**config.mk**
```make
export PLATFORM = sky130hd
export DESIGN_NAME = slow_vram_scheduler
export DESIGN_NICKNAME = d
export VERILOG_FILES = /design/src/rtl/slow_vram_pkg.sv /design/src/rtl/slow_vram_slot_timer.sv /design/src/rtl/slow_vram_scheduler.sv
export SDC_FILE = /design/constraint.sdc
export NUM_CORES = 1
export LEC_CHECK = 0
export ABC_AREA = 1
export BUFFER_PORTS_ARGS = -buffer_cell sky130_fd_sc_hd__buf_2
export CORE_MARGIN = 2
export CORE_UTILIZATION = 45
export CTS_CLUSTER_SIZE = 10
export DETAILED_ROUTE_END_ITERATION = 10
export PLACE_DENSITY = 0.76
export REMOVE_ABC_BUFFERS = 1
export SYNTH_ARGS = -nofsm -noshare
export SYNTH_HDL_FRONTEND = slang
export SYNTH_SLANG_ARGS = --single-unit
```
**constraint.sdc**
```tcl
create_clock -name CLK_24M -period 8.7 [get_ports CLK_24M]
set_clock_uncertainty 0.15 [all_clocks]
set_input_delay 0.435 -clock CLK_24M [delete_from_list [all_inputs] [get_ports CLK_24M]]
set_output_delay 0.435 -clock CLK_24M [all_outputs]
set_load 0.005 [all_outputs]
```
**src/rtl/slow_vram_pkg.sv**
```systemverilog
// Shared widths, frame arithmetic, slot phase roles and slot-owner encoding
// for the slow VRAM time-slot scheduler.
package slow_vram_pkg;

    localparam int PH_ADDR     = 0;
    localparam int PH_WE_FIRST = 1;

    typedef enum logic [1:0] {
        OWN_IDLE,
        OWN_FETCH,
        OWN_CPU_RD,
        OWN_CPU_WR
    } slot_own_e;

    function automatic int SLOT_W(input int nch);
        return (nch < 1) ? 1 : $clog2(nch + 1);
    endfunction

    function automatic int PHASE_W(input int slot_len);
        return (slot_len < 2) ? 1 : $clog2(slot_len);
    endfunction

    function automatic int FRAME_LEN(input int nch, input int slot_len);
        return (nch + 1) * slot_len;
    endfunction

    // Last phase of a slot: read data is captured on its closing edge.
    function automatic int PH_CAPTURE(input int slot_len);
        return slot_len - 1;
    endfunction

endpackage

```
**src/rtl/slow_vram_slot_timer.sv**
```systemverilog
// Phase and slot counters for the VRAM frame; slot_start marks phase 0,
// slot_end marks the capture phase that closes each slot.
module slow_vram_slot_timer
    import slow_vram_pkg::*;
#(
    parameter int NCH      = 3,
    parameter int SLOT_LEN = 4
) (
    input  logic                        clk,
    input  logic                        rst,
    output logic [PHASE_W(SLOT_LEN)-1:0] phase,
    output logic [SLOT_W(NCH)-1:0]       slot,
    output logic                        slot_start,
    output logic                        slot_end
);

    localparam int PW = PHASE_W(SLOT_LEN);
    localparam int SW = SLOT_W(NCH);

    assign slot_start = (phase == PW'(PH_ADDR));
    assign slot_end   = (phase == PW'(PH_CAPTURE(SLOT_LEN)));

    always_ff @(posedge clk) begin
        if (rst) begin
            phase <= '0;
            slot  <= '0;
        end else if (slot_end) begin
            phase <= '0;
            slot  <= (slot == SW'(NCH)) ? '0 : slot + SW'(1);
        end else begin
            phase <= phase + PW'(1);
        end
    end

endmodule

```
**src/rtl/slow_vram_scheduler.sv**
```systemverilog
// Time-slot sequencer for the slow VRAM bank: NCH fetch slots plus one CPU slot.
// Build option SLOW_VRAM_AUTOINC_EN adds the CPU address pointer (CPU_ALD/CPU_MOD).
module slow_vram_scheduler
    import slow_vram_pkg::*;
#(
    parameter int ADDR_W   = 15,
    parameter int DATA_W   = 16,
    parameter int NCH      = 3,
    parameter int SLOT_LEN = 4
) (
    input  logic                    CLK_24M,
    input  logic                    RESETP,
    input  logic [NCH-1:0]          FETCH_EN,
    input  logic [NCH*ADDR_W-1:0]   FETCH_ADDR,
    output logic [NCH*DATA_W-1:0]   FETCH_DATA,
    output logic [NCH-1:0]          FETCH_VALID,
    input  logic                    CPU_REQ,
    input  logic                    CPU_WR,
    input  logic [ADDR_W-1:0]       CPU_ADDR,
    input  logic [DATA_W-1:0]       CPU_WDATA,
`ifdef SLOW_VRAM_AUTOINC_EN
    input  logic                    CPU_ALD,
    input  logic [ADDR_W-1:0]       CPU_MOD,
`endif
    output logic                    CPU_BUSY,
    output logic                    CPU_DONE,
    output logic [DATA_W-1:0]       CPU_RDATA,
    output logic [SLOT_W(NCH)-1:0]  SLOT,
    output logic [ADDR_W-1:0]       MEM_ADDR,
    output logic [DATA_W-1:0]       MEM_WDATA,
    input  logic [DATA_W-1:0]       MEM_RDATA,
    output logic                    MEM_OE,
    output logic                    MEM_WE
);

    localparam int PW = PHASE_W(SLOT_LEN);
    localparam int SW = SLOT_W(NCH);

    logic [PW-1:0] phase;
    logic [SW-1:0] slot;
    logic          slot_start;
    logic          slot_end;

    slow_vram_slot_timer #(
        .NCH      (NCH),
        .SLOT_LEN (SLOT_LEN)
    ) u_timer (
        .clk        (CLK_24M),
        .rst        (RESETP),
        .phase      (phase),
        .slot       (slot),
        .slot_start (slot_start),
        .slot_end   (slot_end)
    );

    assign SLOT = slot;

    logic              busy_q;
    logic              done_q;
    logic              buf_wr;
    logic [ADDR_W-1:0] buf_addr;
    logic [DATA_W-1:0] buf_wdata;
    logic [DATA_W-1:0] rdata_q;
    logic [DATA_W-1:0] fetch_q [NCH];
    logic [NCH-1:0]    valid_q;
    logic [ADDR_W-1:0] addr_q;
    logic [DATA_W-1:0] wdata_q;

    // own_q: IDLE no access | FETCH channel read | CPU_RD cpu read | CPU_WR cpu write
    slot_own_e own_q;
    slot_own_e own_next;
    slot_own_e own_sampled;
    slot_own_e own_cur;

    logic              cpu_slot;
    logic              fetch_en_sel;
    logic [ADDR_W-1:0] fetch_addr_sel;
    logic [ADDR_W-1:0] own_addr;
    logic              start_active;

    assign cpu_slot = (slot == SW'(NCH));

    always_comb begin
        fetch_en_sel   = 1'b0;
        fetch_addr_sel = '0;
        for (int i = 0; i < NCH; i++) begin
            if (slot == SW'(i)) begin
                fetch_en_sel   = FETCH_EN[i];
                fetch_addr_sel = FETCH_ADDR[i*ADDR_W +: ADDR_W];
            end
        end
    end

    // The owner is decided from live inputs during phase 0, so the bus is valid in phase 0 itself.
    always_comb begin
        own_sampled = OWN_IDLE;
        if (!RESETP) begin
            if (cpu_slot) begin
                if (busy_q)
                    own_sampled = buf_wr ? OWN_CPU_WR : OWN_CPU_RD;
            end else if (fetch_en_sel) begin
                own_sampled = OWN_FETCH;
            end
        end
    end

    always_comb begin
        own_next = own_q;
        if (slot_start)
            own_next = own_sampled;
        else if (slot_end)
            own_next = OWN_IDLE;
    end

    always_ff @(posedge CLK_24M) begin
        if (RESETP)
            own_q <= OWN_IDLE;
        else
            own_q <= own_next;
    end

    assign own_addr     = cpu_slot ? buf_addr : fetch_addr_sel;
    assign own_cur      = slot_start ? own_sampled : own_q;
    assign start_active = slot_start && (own_sampled != OWN_IDLE);

    always_ff @(posedge CLK_24M) begin
        if (RESETP) begin
            addr_q  <= '0;
            wdata_q <= '0;
        end else begin
            if (start_active)
                addr_q <= own_addr;
            if (slot_start && (own_sampled == OWN_CPU_WR))
                wdata_q <= buf_wdata;
        end
    end

    assign MEM_ADDR  = start_active ? own_addr : addr_q;
    assign MEM_WDATA = (slot_start && (own_sampled == OWN_CPU_WR)) ? buf_wdata : wdata_q;
    assign MEM_OE    = (own_cur == OWN_FETCH) || (own_cur == OWN_CPU_RD);
    // Write strobe sits inside the slot, leaving address setup and hold phases.
    assign MEM_WE    = (own_cur == OWN_CPU_WR)
                    && (phase >= PW'(PH_WE_FIRST))
                    && (phase <  PW'(PH_CAPTURE(SLOT_LEN)));

    always_ff @(posedge CLK_24M) begin
        if (RESETP) begin
            for (int i = 0; i < NCH; i++)
                fetch_q[i] <= '0;
            valid_q <= '0;
        end else begin
            valid_q <= '0;
            if (slot_end && (own_q == OWN_FETCH)) begin
                for (int i = 0; i < NCH; i++) begin
                    if (slot == SW'(i)) begin
                        fetch_q[i] <= MEM_RDATA;
                        valid_q[i] <= 1'b1;
                    end
                end
            end
        end
    end

    for (genvar g = 0; g < NCH; g++) begin : g_fetch_out
        assign FETCH_DATA[g*DATA_W +: DATA_W] = fetch_q[g];
    end
    assign FETCH_VALID = valid_q;

`ifdef SLOW_VRAM_AUTOINC_EN
    logic [ADDR_W-1:0] ptr_q;
`endif

    always_ff @(posedge CLK_24M) begin
        if (RESETP) begin
            busy_q    <= 1'b0;
            done_q    <= 1'b0;
            buf_wr    <= 1'b0;
            buf_addr  <= '0;
            buf_wdata <= '0;
            rdata_q   <= '0;
`ifdef SLOW_VRAM_AUTOINC_EN
            ptr_q     <= '0;
`endif
        end else begin
            done_q <= 1'b0;
            // Completion and acceptance never coincide: a request is only taken while idle.
            if (slot_end && ((own_q == OWN_CPU_RD) || (own_q == OWN_CPU_WR))) begin
                busy_q <= 1'b0;
                done_q <= 1'b1;
                if (own_q == OWN_CPU_RD)
                    rdata_q <= MEM_RDATA;
`ifdef SLOW_VRAM_AUTOINC_EN
                ptr_q <= ptr_q + CPU_MOD;
`endif
            end else if (!busy_q && CPU_REQ) begin
                busy_q    <= 1'b1;
                buf_wr    <= CPU_WR;
                buf_wdata <= CPU_WDATA;
`ifdef SLOW_VRAM_AUTOINC_EN
                if (CPU_ALD) begin
                    ptr_q    <= CPU_ADDR;
                    buf_addr <= CPU_ADDR;
                end else begin
                    buf_addr <= ptr_q;
                end
`else
                buf_addr  <= CPU_ADDR;
`endif
            end
        end
    end

    assign CPU_BUSY  = busy_q;
    assign CPU_DONE  = done_q;
    assign CPU_RDATA = rdata_q;

endmodule

```
# --- Word level (Yosys, flattened, before mapping) ---
# Memories as Yosys holds them, arrays and structs flattened.
# Index checks and enable logic that the tools add are counted.
totals:
  ramBits: 48
  memories: 1
  register_bits: 90
  word_cells: 88
classes:
  n_reduce_logical: 19
  n_addsub: 2
  eq_ne: 11
  bitwise_logic: 5
  magnitude_cmp: 2
  n_mux: 36
memory_table:
  columns: ["memory", "depth", "width", "read_ports", "rd_ports_with_merged_regs", "write_ports", "line", "source"]
  rows:
  - ["fetch_q", 3, 16, 3, 0, 3, "slow_vram_scheduler.sv:64", "logic [DATA_W-1:0] fetch_q [NCH];"]
ops:
  columns: ["op", "n"]
  rows:
  - ["$mux 15", 5]
  - ["$mux 16", 4]
  - ["$mux 1", 20]
  - ["$eq 2x2->1 const B", 8]
  - ["$mux 2", 7]
  - ["$logic_and 1x1->1", 7]
  - ["$eq 2x1->1 const B", 3]
  - ["$reduce_or 2->1", 3]
  - ["$add 2x1->2 const B", 2]
  - ["$logic_not 2->1", 2]
  - ["$reduce_and 2->1", 2]
  - ["$reduce_bool 2->1", 2]
  - ["$or 1x1->1", 3]
  - ["$ge 2x1->1 const B", 1]
  - ["$logic_or 1x1->1", 2]
  - ["$lt 2x2->1 const B", 1]
  - ["$not 1->1", 2]
  - ["$logic_not 1->1", 1]

# --- Depth between registers and ports, before layout ---
# Gate-level depths: netlist of the first run.
depth:
  word_depth: 11
  depth_mapped: 13
  mapped_depth_nobuf: 12

# --- Hierarchy ---
# Synthesis of the first run repeated with hierarchy kept, for this count alone.
hier_totals:
  hier_cells: 644
  area_unflattened_um2: 5452.7
by_module_without_submodules:
  columns: ["mod", "n_inst", "cells_each", "area_each_um2"]
  rows:
  - ["slow_vram_scheduler", 1, 621, 5255.0]
  - ["slow_vram_slot_timer", 1, 23, 197.7]

# --- Worst setup path before layout of the first run ---
# Ideal clock, no wire load.
synth_timing:
  kind: "register to register"
  from: "register u_timer.slot[0]"
  to: "memory fetch_q[2][0], in the netlist fetch_q[0][32] (enable)"
  path_slack_ns: 5.852
  period_less_slack_ns: 2.848
  path_buffers: 2
  stages_incl_launch_ff: 7
  arrival_time_ns: 2.287
  setup_ns: 0.411
  cell_sequence: "dfxtp_1 inv_1 ha_1 buf_2 clkinv_1 buf_2 o21ai_0"
synth_lines:
  columns: ["element", "line", "source"]
  rows:
  - ["from (decl)", "slow_vram_slot_timer.sv:12", "output logic [SLOT_W(NCH)-1:0] slot,"]
  - ["from (signal assigned)", "slow_vram_slot_timer.sv:29", "slot <= (slot == SW'(NCH)) ? '0 : slot + SW'(1);"]
  - ["to (decl)", "slow_vram_scheduler.sv:64", null]

# --- Worst setup path after layout of the first run ---
layout_timing:
  from: "register u_timer.slot[0]"
  to: "output MEM_ADDR[3]"
layout_between:
  elab_chain_cells: 10
  elab_cells_between_ends: 17
  cone_classes: "eq/ne: 3; mux: 11; reduce/logical: 3"
layout_lines:
  columns: ["element", "line", "source"]
  rows:
  - ["$logic_not 2->1", "slow_vram_scheduler.sv:87", "if (slot == SW'(i)) begin"]
  - ["$mux 1 (3 in series)", "slow_vram_scheduler.sv:87", null]
  - ["$mux 1", "slow_vram_scheduler.sv:101", "end else if (fetch_en_sel) begin"]
  - ["$mux 2", "slow_vram_scheduler.sv:98", "if (cpu_slot) begin"]
  - ["$mux 2", "slow_vram_scheduler.sv:97", "if (!RESETP) begin"]
  - ["$reduce_bool 2->1", "slow_vram_scheduler.sv:124", "assign start_active = slot_start && (own_sampled != OWN_IDLE);"]
  - ["$logic_and 1x1->1", "slow_vram_scheduler.sv:124", null]
  - ["$mux 15 *", null, null]
  - ["to (decl)", "slow_vram_scheduler.sv:29", "output logic [ADDR_W-1:0] MEM_ADDR,"]
# Mark *: on every way between the ends. The rest lies on a longest branch, timed or not.

==> impl_metrics.json, run 1 <==
{
  "synth_area_leaders": "dfxtp_1 32%, edfxtp_1 25%, nand2_1 6.9%",
  "drive_gt1_share_pct": 31.7,
  "clockBufferDepth": 2,
  "postRouteAntennaNets": 0,
  "crit_top_cell": "o21ai_0",
  "clk_latency_ns": 0.40,
  "dr.pass1.iters": 5,
  "ys.warnings.count": 0,
  "synthAdderAreaFrac_pct": 1.76,
  "yosysMostFrequentCell": "nand2_1",
  "relSlewSlack_pct": 21.3,
  "setup_viol": 0,
  "synth_flop_cell": "dfxtp_1",
  "start_util_pct": 45.7,
  "synth_mux_area_share_pct": 0,
  "wire_per_inst_um": 13.5,
  "post_cts_buffers": 0,
  "synthTopCellsByCount": "104 x nand2_1, 90 x dfxtp_1, 88 x inv_1",
  "fin_util_pct": 58.9,
  "drt_wl_total_mm": 13.9,
  "fmax_mhz": 286,
  "drc": 0,
  "io_pins": 203,
  "htreeDepth": 4,
  "ir_worst_vdd_mv": 0.130,
  "synth_compound_area_share_pct": 12.4,
  "place_congestion": 0.785,
  "nets": 951,
  "numPortBuffers": 202,
  "drt-initial-drc-count": 332,
  "syn_inst": 657,
  "postSynth.asyncResetShare_pct": 0,
  "grt_pass1_vias": 4257,
  "synthXorXnorAreaFrac_pct": 0,
  "dieArea_um2": 13600,
  "ys_ff_latch": 138,
  "end_kind": "output pin",
  "synth.distinct_cells": 27,
  "synth.yosys.seq_area_share_pct": 57.0,
  "cp_slowest_cell": "clkinv_1",
  "rsz0062_at_grt": "no",
  "row_count": 41,
  "post-route-min-period_ns": 3.49,
  "yosysTopAreaCellShare_pct": 31.6,
  "root_buffer": "clkbuf_16",
  "n_fill_cell": 1133,
  "synth_top_cell_by_area": "dfxtp_1",
  "max_stage_delay_ns": 0.63,
  "critPathKind": "flip-flop to output pin",
  "dp_hpwl_mm": 9.52,
  "hold_buffers": 0,
  "required_ns": 8.12,
  "cap_violations": 0,
  "vias_per_cell": 4.81,
  "diodes": 0,
  "clkSinkCount": 138,
  "period_share_pct": 40.1,
  "grt-ovfl-total": 0,
  "yosys.area_share.simple_pct": 19.1,
  "core_um2": 12500,
  "synth_top_family_by_area": "simple AND/OR/NAND/NOR gates",
  "clk_pin_slew_worst_paths_ns": 0.06,
  "critPathBufInv": 4,
  "synth-edff-count": 48,
  "p_per_area_nw_per_um2": 221,
  "grt_max_degree": 49,
  "cts_resized": 0,
  "finalHoldViolations": 0,
  "path_cells": "inv_1 > ha_1 > clkinv_1 > o21ai_0 > o21ai_0 > o21ai_0 > nand2_1 > nand2_1 > inv_1 > buf_2",
  "final_max_slew_viol_count": 0,
  "synth_area_um2": 5690,
  "leakagePower_nw": 3.74,
  "p_total_mw": 1.62,
  "grt_pass1_wl_mm": 21.0,
  "hold_path_class": "primary input to flip-flop",
  "critPathArrivalTime_ns": 2.91,
  "grt_antenna_before_repair": 0,
  "vias": 4947,
  "tns_ns": 0,
  "cts_tree": "done",
  "avgSynthCellArea_um2": 8.67,
  "outcome": "complete, no violations",
  "syn_to_final_growth_pct": 29.0,
  "numCtsBuffers": 17,
  "cp-start-kind": "flip-flop",
  "crit_family": "buffers and inverters",
  "die_h_um": 116,
  "crit_fanout": 18,
  "die_x_um": 116,
  "max_slew.worst_pin.slew_ns": 1.18,
  "grt_usage_pct": 20.1
}
[flip-flops by register name, summed over array words and instances (netlist names)]
| name | cells |
|---|---|
| fetch_q | 48 |
| CPU_RDATA | 16 |
| buf_wdata | 16 |
| wdata_q | 16 |
| addr_q | 15 |
| buf_addr | 15 |
| FETCH_VALID | 3 |
| own_q | 2 |
| u_timer.phase | 2 |
| u_timer.slot | 2 |
| CPU_BUSY | 1 |
| CPU_DONE | 1 |
| buf_wr | 1 |
[worst register-to-register path, cell delays in order (launching register included)]
cell and delay, ns:
dfxtp_1 0.42, inv_1 0.09, ha_1 0.44, clkinv_1 0.40, nor2_2 0.11, nor3_4 0.77
nor2_1 0.19
[placed cells by master, fill, tap and decap left out, drive strengths merged]
| master | synthesis | routed |
|---|---|---|
| clkbuf | 9 | 17 |
| o211ai | 12 | 12 |
| a21oi | 44 | 44 |
| o21ai | 78 | 78 |
| nand4 | 2 | 2 |
| ha | 8 | 8 |
| clkinvlp | 0 | 3 |
| edfxtp | 48 | 48 |
| inv | 93 | 95 |
| or2 | 12 | 12 |
| buf | 28 | 205 |
| nand3 | 29 | 29 |
| nor3 | 6 | 6 |
| clkinv | 1 | 8 |
| dfxtp | 90 | 90 |
| a211oi | 1 | 1 |
| nor2 | 90 | 90 |
| nand2 | 106 | 106 |
| bufinv | 0 | 3 |
[final cells by class]
class	instances	area [um^2]	area share (%)
Sequential cell	138	3240	44.2
Clock inverter	15	174	2.37
Timing Repair Buffer	205	1030	14.1
Inverter	94	353	4.80
Multi-Input combinational cell	388	1900	25.9
Clock buffer	17	425	5.79
Tap cell	172	215	2.93
[where the power goes]
part | switching [mW] | total, mW | internal (mW)
Combinational | 0.113 | 0.186 | 0.0733
Clock | 0.273 | 0.724 | 0.451
Sequential | 0.0115 | 0.710 | 0.698
[worst paths after layout]
| check | start | endpoint | slack, ns | depth (start not counted) |
|---|---|---|---|---|
| hold / removal | CPU_ADDR[12] | buf_addr[12] | 0.11 | 3 |
| setup reg to reg | u_timer.slot[0] | fetch_q[0][35] | 5.83 | 6 |
| hold reg to reg | buf_wdata[1] | buf_wdata[1] | 0.30 | 2 |
| setup / recovery | u_timer.slot[0] | MEM_ADDR[3] | 5.21 | 10 |
[cell families (layout without fill, tap and decap cells)]
| group | after synthesis | after routing |
|---|---|---|
| adder cells (fa/ha/maj) | 8 | 8 |
| flip-flops | 138 | 138 |
| AO/OA/AOI/OAI | 135 | 135 |
| AND/OR/NAND/NOR | 245 | 245 |
| buffers and inverters | 131 | 331 |
[metrics by stage]
stage               setup WS, ns  hold slack, ns  std cells  area (um^2)
floorplan                   5.58           0.271        620         5490
global placement            5.39           0.291        997         6740
detailed placement          5.29           0.297        997         6740
CTS                         5.22          0.0947       1029         7340
global route                4.96          0.0993       1029         7340
finish                      5.21           0.106       1029         7340
[layer usage]
| metal | GRT usage [%] | share of wire, % | vias to the layer above |
|---|---|---|---|
| li1 | - | - | 2488 |
| met3 | 4.83 | 7.1 | 16 |
| met5 | 0 | 0 | - |
| met2 | 32.6 | 46 | 212 |
| met1 | 26.8 | 45 | 2231 |
| met4 | 6.19 | 1.5 | 0 |
(Power assumes the default switching activity.)
==> run 2: changes to the inputs <==
Settings changed: PLACE_DENSITY 0.76 to 0.79.
Clock period 8.7 ns to 3.2 ns, I/O delays scaled along.
==> run 2 against run 1 <==
Die area unchanged. Hold slack worse by 0.092 ns. Count of clock-buffer cells in the layout unchanged. Wire length up 11%. First-iteration DRC count up 34%. Non-clock buffer count up 55. Final area up 7.3%. Core utilization up 4.3 points. Largest cell class unchanged. Largest power group unchanged.
==> impl_metrics.json, run 2 (synthesis gave the netlist of run 1 again) <==
{
  "outcome": "complete, no violations",
  "grt_max_degree": 46,
  "postRouteAntennaNets": 0,
  "place_congestion": 0.859,
  "drc": 0,
  "drt-initial-drc-count": 446,
  "mostFrequentLayoutCells": "202 x buf_2, 104 x nand2_1, 90 x dfxtp_1, 87 x inv_1, 76 x nor2_1",
  "vias": 5275,
  "n_fill_cell": 1019,
  "cap_violations": 0,
  "grt_pass1_vias": 4775,
  "end_kind": "output pin",
  "period_share_pct": 87.8,
  "wire_per_inst_um": 14.2,
  "critPathKind": "flip-flop to output pin",
  "min_from": "RESETP",
  "grt-ovfl-total": 0,
  "clk_pin_slew_worst_paths_ns": 0.06,
  "fmax_mhz": 356,
  "largest_reg_flops": 48,
  "multi_input_comb_area_um2": 1900,
  "tns_ns": 0,
  "numPortBuffers": 202,
  "htreeDepth": 4,
  "syn_to_final_growth_pct": 38.4,
  "post-route-min-period_ns": 2.81,
  "p_per_area_nw_per_um2": 563,
  "crit_fanout": 30,
  "vias_per_cell": 4.87,
  "clkSinkCount": 138,
  "rsz0062_at_grt": "no",
  "final_common_cell": "buf_2",
  "grt_pass1_wl_mm": 23.2,
  "p_total_mw": 4.44,
  "hold_slack_ns": 0.0131,
  "die_x_um": 116,
  "required_ns": 2.89,
  "ir_worst_vdd_mv": 0.465,
  "clk_latency_ns": 0.41,
  "r2r_start": "u_timer.slot[1]",
  "final_max_slew_viol_count": 0,
  "row_count": 41,
  "start_util_pct": 45.7,
  "clockBufferDepth": 2,
  "critPathArrivalTime_ns": 2.50,
  "dp_hpwl_mm": 9.74,
  "nets": 1006,
  "finalHoldViolations": 0,
  "core_um2": 12500,
  "grt_antenna_before_repair": 0,
  "max_slew.worst_pin.slew_ns": 0.880,
  "dieArea_um2": 13600,
  "die_h_um": 116,
  "crit_start": "u_timer.slot[0]",
  "drt_wl_total_mm": 15.3,
  "io_pins": 203,
  "diodes": 0,
  "leakagePower_nw": 3.97,
  "relSlewSlack_pct": 41.2,
  "drive_gt1_share_pct": 31.0,
  "root_buffer": "clkbuf_16",
  "seq_area_um2": 3240,
  "numCtsBuffers": 17,
  "hold_path_class": "primary input to flip-flop",
  "post_cts_buffers": 0,
  "top_register": "fetch_q",
  "grt_usage_pct": 22.4,
  "dr.pass1.iters": 6,
  "cp-start-kind": "flip-flop",
  "cts_tree": "done",
  "setup_viol": 0
}
## run 2: critical path, cell delays in order, from the launching register on
cell,delay [ns]
dfxtp_1,0.46
ha_1,0.34
inv_4,0.17
nand3_1,0.10
nand2_1,0.06
nand2_1,0.06
nand2_1,0.08
nand2_4,0.20
o21ai_0,0.14
ha_1,0.33
buf_2,0.14
## run 2: area by class of cell
type | count | area share [%]
clock buffer | 17 | 5.40
clock inverter | 15 | 2.10
inverter | 94 | 4.51
multi-input combinational | 388 | 24.2
sequential | 138 | 41.2
tap | 172 | 2.73
timing repair buffer | 260 | 19.9
## run 2: final timing paths
check,slack [ns],cells after the start,endpoint
min,0.01,4,buf_wdata[13]
min reg2reg,0.30,2,buf_wdata[13]
max,0.39,10,MEM_OE
max reg2reg,0.69,6,fetch_q[0][36]
## run 2: layer usage
| layer | up-vias | part of all wire (%) | GRT usage, % |
|---|---|---|---|
| met5 | - | 0 | 0 |
| met3 | 26 | 8.1 | 6.85 |
| met2 | 249 | 48 | 38.1 |
| met1 | 2399 | 42 | 26.5 |
| met4 | 0 | 2.1 | 8.89 |
| li1 | 2601 | - | - |
## run 2: timing repair
| action | 4_1_cts | 5_1_grt |
|---|---|---|
| hold endpoints to repair | 82 | 0 |
| setup endpoints to repair | 0 | 13 |
| hold buffers | 49 | 0 |
| resized for setup | 0 | 4 |
## run 2: power breakdown
part | switching [mW] | leakage (nW) | internal, mW | total, mW
combinational | 0.320 | 2.46 | 0.244 | 0.564
clock | 0.783 | 0.278 | 1.16 | 1.94
sequential | 0.0310 | 1.23 | 1.90 | 1.93
total | 1.13 | 3.97 | 3.30 | 4.44
## run 2: through the flow
step	setup slack [ns]	cell area [um^2]	util, %	cells
finish	0.392	7880	63.2	1084
global placement	0.652	6790	54.5	1003
global route	0.146	7880	63.2	1084
floorplan	0.0913	5490	-	620
detailed placement	0.568	6790	54.5	1003
CTS	0.154	7870	63.1	1084
==> run 3: changes to the inputs <==
Settings changed: PLACE_DENSITY 0.79 to 0.76.
Clock period 3.2 ns to 3.5 ns, I/O delays scaled along.
==> run 3 against run 2 <==
Highest routed layer unchanged. Via count is 2.0% lower. Die area unchanged. Wire length fell by 4.2%. Final cell count is essentially flat. Final area fell by 0.75%. Clock power down 16%. Largest cell class unchanged.
==> impl_metrics.json, run 3 (synthesis gave the netlist of run 1 again) <==
{
  "outcome": "complete, no violations",
  "grt_max_degree": 49,
  "cp_slowest_cell": "ha_1",
  "nets": 1005,
  "clkSinkCount": 138,
  "post-route-min-period_ns": 3.16,
  "relSlewSlack_pct": 44.8,
  "grt_usage_pct": 22.2,
  "vias": 5167,
  "die_h_um": 116,
  "numCtsBuffers": 17,
  "dp_cells": 1002,
  "period_share_pct": 90.2,
  "start_util_pct": 45.7,
  "drc": 0,
  "required_ns": 3.17,
  "r2r_start": "u_timer.slot[0]",
  "dp_hpwl_mm": 9.44,
  "clk_pin_slew_worst_paths_ns": 0.06,
  "cts_tree": "done",
  "rsz0062_at_grt": "no",
  "crit_fanout": 18,
  "die_x_um": 116,
  "mostFrequentLayoutCells": "202 x buf_2, 104 x nand2_1, 90 x dfxtp_1, 87 x inv_1, 76 x nor2_1",
  "max_stage_delay_ns": 0.65,
  "cp-start-kind": "flip-flop",
  "grt_pass1_vias": 4692,
  "final_common_cell": "buf_2",
  "place_congestion": 0.850,
  "numPortBuffers": 202,
  "tns_ns": 0,
  "top_register": "fetch_q",
  "diodes": 0,
  "n_fill_cell": 1038,
  "critPathKind": "flip-flop to output pin",
  "path_cells": "inv_1 > ha_1 > clkinvlp_4 > o21ai_0 > o21ai_0 > o21ai_0 > nand2_1 > nand2_1 > inv_1 > buf_2",
  "row_count": 41,
  "hold_path_class": "primary input to flip-flop",
  "setup_viol": 0,
  "dr.pass1.iters": 5,
  "dieArea_um2": 13600,
  "leakagePower_nw": 3.94,
  "drt_wl_total_mm": 14.7,
  "root_buffer": "clkbuf_16",
  "grt-ovfl-total": 0,
  "hold_slack_ns": 0.0499,
  "final_max_slew_viol_count": 0,
  "clockBufferDepth": 2,
  "drive_gt1_share_pct": 30.5,
  "drt-initial-drc-count": 355,
  "wire_per_inst_um": 13.6,
  "min_from": "FETCH_ADDR[37]",
  "postRouteAntennaNets": 0,
  "critPathBufInv": 4,
  "crit_family": "buffers and inverters",
  "syn_to_final_growth_pct": 37.3,
  "instances_no_fill": 1083,
  "clk_latency_ns": 0.42,
  "grt_pass1_wl_mm": 22.7,
  "io_pins": 203,
  "largest_reg_flops": 48,
  "ir_worst_vdd_mv": 0.413,
  "cap_violations": 0,
  "grt_antenna_before_repair": 0,
  "end_kind": "output pin",
  "finalHoldViolations": 0,
  "critPathArrivalTime_ns": 2.83,
  "core_um2": 12500,
  "crit_start": "u_timer.slot[0]",
  "vias_per_cell": 4.77,
  "p_per_area_nw_per_um2": 498,
  "max_slew.worst_pin.slew_ns": 0.827,
  "htreeDepth": 4,
  "fmax_mhz": 317,
  "crit_top_cell": "o21ai_0"
}
-- run 3: changes by cell type in the layout (fill, tap and decap cells not counted), sizes merged --
cell,before,now
bufinv,2,0
clkinvlp,4,6
buf,211,210
clkbuf,17,18
clkinv,4,3
-- run 3: worst register-to-register path, delay by kind of cell (launching register included) --
family | cells | cell delay (ns)
buffers and inverters | 3 | 0.87
AND/OR/NAND/NOR | 3 | 0.56
flip-flops | 1 | 0.35
adder cells (fa/ha/maj) | 1 | 0.65
-- run 3: power by group --
group	total [mW]	internal [mW]	switching, mW
registers	1.76	1.74	0.0284
logic	0.509	0.219	0.290
clock network	1.62	0.919	0.705
-- run 3: path summary, 6_finish.rpt --
path                    end  cells after the start  slack [ns]
min               addr_q[7]                      7        0.05
max reg2reg  fetch_q[0][20]                      7        0.77
min reg2reg    buf_wdata[7]                      2        0.30
max            MEM_ADDR[11]                     10        0.34
-- run 3: repair_timing --
action                     4_1_cts  5_1_grt
setup buffers                    0        0
hold endpoints to repair        88        0
hold buffers                    49        0
setup endpoints to repair        0        3
gates resized for setup          0        1
-- run 3: final cells by class --
cell class / count / area (um^2) / area share, %
timing repair buffer: 259 / 1560 / 20.0
sequential: 138 / 3240 / 41.5
inverter: 94 / 357 / 4.56
multi-input combinational: 388 / 1900 / 24.3
clock buffer: 18 / 429 / 5.49
clock inverter: 14 / 114 / 1.46
tap: 172 / 215 / 2.75
-- run 3: per-layer routing --
metal	vias to the layer above	global-route usage, %	routed length (um)
li1	2599	-	-
met1	2328	27.0	6210
met2	217	36.6	7060
met3	23	7.06	1150
met4	0	8.81	278
met5	-	0	0
-- run 3: per-stage QoR --
step	area, um^2	total power [mW]	util (%)	setup WS (ns)
2_1_floorplan	5490	2.06	-	0.391
3_3_place_gp	6780	2.25	54.4	0.784
3_5_place_dp	6780	2.26	54.4	0.668
4_1_cts	7820	3.92	62.7	0.242
5_1_grt	7820	4.07	62.7	0.114
6_report	7820	3.90	62.7	0.342
